--- src/rtl/des_pkg.sv ---
// Shared constants for des_block users: scheduler state encoding and datapath widths.
package des_pkg;

    localparam int REGION_W  = 16;
    localparam int CT_W      = 64;
    localparam int STEPS_W   = 16;
    localparam int RDONE_W   = 17;
    localparam int DEF_CNT_W = 48;
    localparam int ST_W      = 4;

    localparam logic [3:0] S_IDLE      = 4'd0;
    localparam logic [3:0] S_LAUNCH    = 4'd1;
    localparam logic [3:0] S_RUN       = 4'd2;
    localparam logic [3:0] S_COLLECT   = 4'd3;
    localparam logic [3:0] S_CLEAR     = 4'd4;
    localparam logic [3:0] S_FIN       = 4'd5;
    localparam logic [3:0] S_T_LAUNCH  = 4'd6;
    localparam logic [3:0] S_T_WAIT    = 4'd7;
    localparam logic [3:0] S_T_PRESENT = 4'd8;
    localparam logic [3:0] S_T_ADVANCE = 4'd9;
    localparam logic [3:0] S_T_EXIT    = 4'd10;

    function automatic logic is_test_state(input logic [3:0] s);
        return (s == S_T_LAUNCH) || (s == S_T_WAIT) || (s == S_T_PRESENT) || (s == S_T_ADVANCE);
    endfunction

endpackage

--- src/rtl/des_region_scheduler.sv ---
// Host-side driver for one des_block: sweeps counter regions accumulating the block's counter,
// or single-steps the block in test mode and hands ciphertexts to the host.
module des_region_scheduler
    import des_pkg::*;
#(
    parameter logic [15:0] REGION_FIRST = 16'h0,
    parameter int unsigned REGION_COUNT = 16,
    parameter int          CNT_W        = DEF_CNT_W,
    parameter int          ACC_W        = 64
) (
    input  logic                clk,
    input  logic                rst_n,
    input  logic                host_start,
    input  logic                host_test_mode,
    input  logic [STEPS_W-1:0]  host_test_steps,
    input  logic                host_abort,
    output logic                host_busy,
    output logic                host_done,
    output logic [ACC_W-1:0]    host_total,
    output logic [RDONE_W-1:0]  host_regions_done,
    output logic                host_ct_valid,
    input  logic                host_ct_ready,
    output logic [CT_W-1:0]     host_ct_data,
    output logic                blk_start,
    output logic                blk_restart,
    output logic                blk_test_enabled,
    output logic                blk_test_advance,
    output logic [REGION_W-1:0] blk_region_select,
    input  logic                blk_done,
    input  logic [CNT_W-1:0]    blk_counter,
    input  logic                blk_test_data_valid,
    input  logic [CT_W-1:0]     blk_ciphertext
);

    if (ACC_W < CNT_W + $clog2(REGION_COUNT)) begin : g_acc_width_check
        $error("des_region_scheduler: ACC_W too narrow for CNT_W and REGION_COUNT");
    end

    localparam logic [RDONE_W-1:0] IDX_LAST = RDONE_W'(REGION_COUNT - 1);

    logic [ST_W-1:0]     state_q, state_d;
    logic [RDONE_W-1:0]  idx_q, idx_d;
    logic [ACC_W-1:0]    total_q, total_d;
    logic [RDONE_W-1:0]  rdone_q, rdone_d;
    logic [STEPS_W-1:0]  steps_q, steps_d;
    logic [CT_W-1:0]     ct_q, ct_d;
    logic                done_q, done_d;
    logic                busy_q, busy_d;
    logic                start_q, start_d;
    logic                restart_q, restart_d;
    logic                test_en_q, test_en_d;
    logic                adv_q, adv_d;
    logic                ctv_q, ctv_d;
    logic [REGION_W-1:0] region_q, region_d;

    always_comb begin
        state_d   = state_q;
        idx_d     = idx_q;
        total_d   = total_q;
        rdone_d   = rdone_q;
        steps_d   = steps_q;
        ct_d      = ct_q;
        done_d    = done_q;
        region_d  = region_q;
        restart_d = 1'b0;

        // Abort overrides everything, including a simultaneous start in IDLE.
        if (host_abort) begin
            state_d   = S_IDLE;
            restart_d = 1'b1;
        end else begin
            case (state_q)
                S_IDLE: begin
                    if (host_start) begin
                        total_d = '0;
                        rdone_d = '0;
                        idx_d   = '0;
                        done_d  = 1'b0;
                        steps_d = (host_test_steps == '0) ? STEPS_W'(1) : host_test_steps;
                        state_d = host_test_mode ? S_T_LAUNCH : S_LAUNCH;
                    end
                end
                S_LAUNCH:  state_d = S_RUN;
                S_RUN:     if (blk_done) state_d = S_COLLECT;
                S_COLLECT: begin
                    total_d = total_q + ACC_W'(blk_counter);
                    rdone_d = rdone_q + RDONE_W'(1);
                    state_d = S_CLEAR;
                end
                S_CLEAR: begin
                    if (idx_q == IDX_LAST) begin
                        state_d = S_FIN;
                    end else begin
                        idx_d   = idx_q + RDONE_W'(1);
                        state_d = S_LAUNCH;
                    end
                end
                S_FIN:      state_d = S_IDLE;
                S_T_LAUNCH: state_d = S_T_WAIT;
                S_T_WAIT: begin
                    if (blk_test_data_valid) begin
                        ct_d    = blk_ciphertext;
                        state_d = S_T_PRESENT;
                    end
                end
                S_T_PRESENT: begin
                    if (host_ct_ready) begin
                        steps_d = steps_q - STEPS_W'(1);
                        state_d = (steps_q == STEPS_W'(1)) ? S_T_EXIT : S_T_ADVANCE;
                    end
                end
                S_T_ADVANCE: state_d = S_T_WAIT;
                S_T_EXIT:    state_d = S_FIN;
                default:     state_d = S_IDLE;
            endcase
        end

        // Outputs are registered from the next state so each pulse spans exactly its state.
        start_d   = (state_d == S_LAUNCH) || (state_d == S_T_LAUNCH);
        restart_d = restart_d || (state_d == S_CLEAR) || (state_d == S_T_EXIT);
        test_en_d = is_test_state(state_d);
        adv_d     = (state_d == S_T_ADVANCE);
        ctv_d     = (state_d == S_T_PRESENT);
        busy_d    = !((state_d == S_IDLE) || (state_d == S_FIN));
        if (state_d == S_FIN) done_d = 1'b1;
        if (state_d == S_LAUNCH) region_d = REGION_FIRST + idx_d[REGION_W-1:0];
    end

    always_ff @(posedge clk or negedge rst_n) begin
        if (!rst_n) begin
            state_q   <= S_IDLE;
            idx_q     <= '0;
            total_q   <= '0;
            rdone_q   <= '0;
            steps_q   <= '0;
            ct_q      <= '0;
            done_q    <= 1'b0;
            busy_q    <= 1'b0;
            start_q   <= 1'b0;
            restart_q <= 1'b0;
            test_en_q <= 1'b0;
            adv_q     <= 1'b0;
            ctv_q     <= 1'b0;
            region_q  <= REGION_FIRST;
        end else begin
            state_q   <= state_d;
            idx_q     <= idx_d;
            total_q   <= total_d;
            rdone_q   <= rdone_d;
            steps_q   <= steps_d;
            ct_q      <= ct_d;
            done_q    <= done_d;
            busy_q    <= busy_d;
            start_q   <= start_d;
            restart_q <= restart_d;
            test_en_q <= test_en_d;
            adv_q     <= adv_d;
            ctv_q     <= ctv_d;
            region_q  <= region_d;
        end
    end

    assign host_busy         = busy_q;
    assign host_done         = done_q;
    assign host_total        = total_q;
    assign host_regions_done = rdone_q;
    assign host_ct_valid     = ctv_q;
    assign host_ct_data      = ct_q;
    assign blk_start         = start_q;
    assign blk_restart       = restart_q;
    assign blk_test_enabled  = test_en_q;
    assign blk_test_advance  = adv_q;
    assign blk_region_select = region_q;

endmodule

--- config.mk ---
export PLATFORM = sky130hd
export DESIGN_NAME = des_region_scheduler
export DESIGN_NICKNAME = d
export VERILOG_FILES = /design/src/rtl/des_pkg.sv /design/src/rtl/des_region_scheduler.sv
export SDC_FILE = /design/constraint.sdc
export NUM_CORES = 1
export LEC_CHECK = 0
export ABC_AREA = 1
export ABC_CLOCK_PERIOD_IN_PS = 3200
export CORE_MARGIN = 3
export CORE_UTILIZATION = 30
export CTS_CLUSTER_DIAMETER = 100
export DETAILED_ROUTE_END_ITERATION = 10
export GPL_ROUTABILITY_DRIVEN = 1
export SLEW_MARGIN = 0
export SYNTH_ARGS = -nofsm -noshare
export SYNTH_HDL_FRONTEND = slang
export SYNTH_SLANG_ARGS = --single-unit
export TNS_END_PERCENT = 1
--- constraint.sdc ---
create_clock -name clk -period 3.2 [get_ports clk]
set_input_delay 0.8 -clock clk [delete_from_list [all_inputs] [get_ports clk]]
set_output_delay 0.8 -clock clk [all_outputs]
set_load 0.05 [all_outputs]
### Word-level counts from Yosys, hierarchy flattened

Cells that the tools add are included.

* memories: 0
* register bits after elaboration: 205
* output and inout port bits: 168
* word-level logic and storage cells: 91
* RAM bits: 0
* latch bits: 0
* ROM bits: 0

* equality and inequality tests: 23
* $mul: 0
* bitwise operators: 1
* order comparisons: 0
* $add $sub $neg: 4
* mux-type cells: 26
* shift-type cells: 0
* reductions and logical operators: 22
* div/mod/pow operators: 0

Operator list (count)
* 64-bit one-hot mux with 2 select lines: 1
* 17-bit one-hot mux with 2 select lines: 2
* 64-bit by 48-bit adder with 64-bit output: 1
* 16-bit two-way mux: 4
* 64-bit two-way mux: 1
* 17-bit two-way mux: 3
* 4-bit one-hot mux with 9 select lines: 1
* 17-bit by 1-bit adder with 17-bit output, second input constant: 2
* 16-bit one-hot mux with 2 select lines: 1
* 4-bit by 3-bit equality test with 1-bit output, second input constant: 7
* 4-bit equality test, second input constant: 6
* 4-bit two-way mux: 5
* 17-bit by 4-bit equality test with 1-bit output, second input constant: 1
* 16-bit by 1-bit equality test with 1-bit output, second input constant: 1
* 16-bit zero test: 1
* 16-bit by 1-bit subtractor with 16-bit output, second input constant: 1
* 2-bit nonzero test: 5
* 3-bit AND reduction: 3
* 4-bit by 1-bit equality test with 1-bit output, second input constant: 2
* 4-bit by 2-bit equality test with 1-bit output, second input constant: 2
* 4-bit zero test: 2
* 4-bit AND reduction: 2
* 1-bit logical OR: 7
* 3-bit two-way mux: 2
* 7 further kinds: 13

### Longest topological paths before layout

* depth after elaboration: 9
* gate-level depth with buffers: 16

### Least setup slack after synthesis

No wires, ideal clock.

* path type: in2reg
* start: in blk_counter[0]
* end: reg total_q[50], in the netlist host_total[50]
* path slack: 0.681 ns
* data required time: 3.079 ns
* stages on the path: 14
* arrival time: 2.398 ns
* library setup time: 0.121 ns
* path through: ha_1 > fa_1 > nand3_1 > nand3_1 > nand2_1 > nand2_1 > nand2_1 > nand2_1 > nand2_1 > nand2_1 > nand2_1 > nand3_1 > a21oi_1 > nor2_1

* word-level cells in the longest chain between the ends: 2

RTL lines
* start, declared: RTL line des_region_scheduler.sv:30 `input logic [CNT_W-1:0] blk_counter,`
* 64-bit by 48-bit adder with 64-bit output: RTL line des_region_scheduler.sv:86 `total_d = total_q + ACC_W'(blk_counter);`
* 64-bit one-hot mux with 2 select lines: RTL line des_region_scheduler.sv:72 `case (state_q)`
* end signal, assigned: RTL line des_region_scheduler.sv:148 `total_q <= total_d;`
* end, declared: RTL line des_region_scheduler.sv:43 `logic [ACC_W-1:0] total_q, total_d;`

No other way between the ends.
A chain may end at the register's enable or synchronous reset.

### Final worst setup path

* start: reg rdone_q[4], in the netlist host_regions_done[4]
* end: out host_regions_done[4]

RTL lines
* start, declared: RTL line des_region_scheduler.sv:44 `logic [RDONE_W-1:0] rdone_q, rdone_d;`
* start signal, assigned: RTL line des_region_scheduler.sv:149 `rdone_q <= rdone_d;`
* end, declared: RTL line des_region_scheduler.sv:20 `output logic [RDONE_W-1:0] host_regions_done,`

No word-level cell between the ends.

==> results.yml <==
synth:
  synth_fa_ha_area_share_pct: 5.04
  ys_ff_latch: 205
  ys_async_sr_fraction_pct: 100
  synthMuxAreaShare_pct: 5.42
  synthSimpleGateAreaFrac_pct: 30.0
  ys_warn_count: 0
  synth.most_common_cell: "nand2_1"
  yosys-top-cells-count: "564 x nand2_1, 244 x inv_1, 205 x dfrtp_1"
  synth_top_family_by_area: "simple AND/OR/NAND/NOR gates"
  synth_cells: 1851
  netlist.area_leader.share_pct: 38.5
  syn_area_sq_um: 13300
  avgSynthCellArea_sq_um: 7.19
  synth-compound-area-share_pct: 11.5
  synth_fp_nets: 2040
  synth_xor_area_share_pct: 1.12
  synthTopCellsByArea: "dfrtp_1 39%, nand2_1 16%, inv_1 6.9%"
  synth_cell_type_count: 49
  synth_edf_count: 0
  yosysSeqAreaShare_pct: 38.5
  synth_area_leader_cell: "dfrtp_1"
  synthFlopType: "dfrtp_1"
place:
  dp_cells: 2787
  io_buffers: 303
  pre_cts_ws_ps: -62.0
  hpwl_um: 37800
  placed_cell_area_sq_um: 17500
  place_congestion: 0.956
hold_path:
  min_path_type: "primary input to asynchronous set/reset pin"
worst_setup_path:
  worstPathMaxFanout: 6
  cp_num_buf_inv: 1
  critical_path.top_delay_family: "buffers and inverters"
  cp-start-kind: "flop"
  worstPathArrival_ps: 1950
  cp.required_ps: 2400
  critical_path_class: "flop to output port"
  crit_chain: "clkdlybuf4s50_1"
  slowest_stage: "clkdlybuf4s50_1"
  crit_path_end_kind: "output port"
  critPathMaxStageDelay_ps: 920
job:
  drv_cap: 0
cts:
  post-cts-setup-buffer-count: 0
  cts_buffers: 26
  clk_pin_slew_ps: 60
  cts-root-buf: "clkbuf_16"
  htreeDepth: 1
  cts.sinks: 205
  clockBufferDepth: 3
  holdBufCountCts: 0
  cts_tree: "built"
  clk-insertion-delay-late_ps: 560
  post_cts_resized: 0
floorplanning:
  ioPinCount: 304
  initial_core_util_pct: 30.6
  coreArea_sq_um: 43500
  rows: 76
  die_w_um: 217
  die_y_um: 217
  die-area_sq_um: 46900
power:
  power.leakage_nw: 9.08
  p_total_mw: 8.84
  powerDensity_nw_per_um2: 479
  peakVddDrop_mv: 0.477
timing:
  period_needed_ps: 2750
  worstMarginPinSlew_ps: 667
  worst_hold_slack_ps: 171
  fin_ws_ps: 453
  fmax_ghz: 0.364
  setup_viol: 0
  clock_skew_ps: 11.0
  rsz0062_at_grt: "false"
  final_hold_viol_count: 0
  post-route-period-util_pct: 85.9
  fin_tns_setup_ps: 0
  slew_headroom_pct: 55.4
  maxSlewViolCount: 0
cells_and_area:
  multi_input_comb_area_sq_um: 7070
  post-route-util_pct: 42.4
  num-nets-final: 2419
  fillers: 4439
  final-seq-area_sq_um: 5130
  num_antenna_cells: 0
  area_delta_synth_final_pct: 38.6
  design_area_sq_um: 18400
  instances_no_fill: 2832
  final_layout_size_suffix_gt1_share_pct: 9.84
global_routing:
  grt_pass1_vias: 13594
  grt-ovfl-total: 0
  grt_pass1_wl_um: 74600
  grt_usage_pct: 19.9
  antenna_found_initial: 1
  grt_max_degree: 65
drt:
  routed_wl_um: 47500
  vias: 13538
  avgRoutedWirePerCell_um: 16.8
  viasPerCell: 4.78
  drtIter0Drc: 798
  drtPass1Iterations: 5
  drcViolationCount: 0
  ant_nets: 0
outcome:
  status: "complete, no violations"
-- placed cells by master (no fill, tap or decap), types with 22 or more instances in the layout --
master             n
nand2_1          563
clkdlybuf4s50_1  302
inv_1            244
dfrtp_1          205
nor2_1           177
a21oi_1          124
o21ai_0          110
nand3_1          104
buf_4             74
mux2_2            64
ha_1              52
nor3_1            31
clkbuf_16         26
nand4_1           22
-- worst register-to-register path, delay by kind of cell (launching register included) --
family	cells	cell delay, ps
and+or+nand+nor	8	1490
AOI/OAI and AO/OA	3	240
DFF	1	470
buffers and inverters	1	120
-- state kept, by name, indices dropped and copies added, names as in the netlist, 4 cells and up --
name,flops
host_total,64
host_regions_done,17
host_ct_data,64
blk_region_select,16
steps_q,16
state_q,4
idx_q,17
-- kinds of logic (layout without fill, tap and decap cells) --
logic type / count (synthesis) / in the layout
compound gates: 284 / 284
xor+xnor: 17 / 17
mux: 64 / 64
simple gates: 944 / 944
buf+inv: 284 / 680
fa+ha+maj: 53 / 53
flops: 205 / 205
-- layout make-up --
class	instances	share of cell area, %
Tap cell	585	3.97
Inverter	255	5.19
Timing Repair Buffer	380	19.8
Sequential cell	205	27.8
Multi-Input combinational cell	1362	38.4
Clock inverter	9	0.821
Clock buffer	36	4.06
-- where the power goes --
group	total, mW	internal, mW	switching (mW)	leakage, nW
clock	3.07	1.87	1.20	0.438
sequential	3.08	2.86	0.220	2.78
combinational	2.69	0.943	1.75	5.86
-- routing by layer --
metal	share of wire [%]	track usage, %	vias up
li1	-	-	6762
met1	43	25.5	6220
met2	45	32.7	472
met3	8.5	5.61	82
met4	3.1	5.60	2
met5	0.027	0	-
-- path summary, 6_finish.rpt --
check	startpoint	end	slack (ps)	cells past startpoint
setup reg to reg	state_q[3]	blk_region_select[9]	760	12
max in group asynchronous	rst_n	host_ct_data[14]	2220	2
hold reg to reg	blk_region_select[15]	blk_region_select[15]	470	2
hold / removal	rst_n	host_total[12]	170	1
min in group clk	blk_region_select[15]	blk_region_select[15]	470	2
setup / recovery	host_regions_done[4]	host_regions_done[4]	450	1
(Power assumes the default switching activity.)
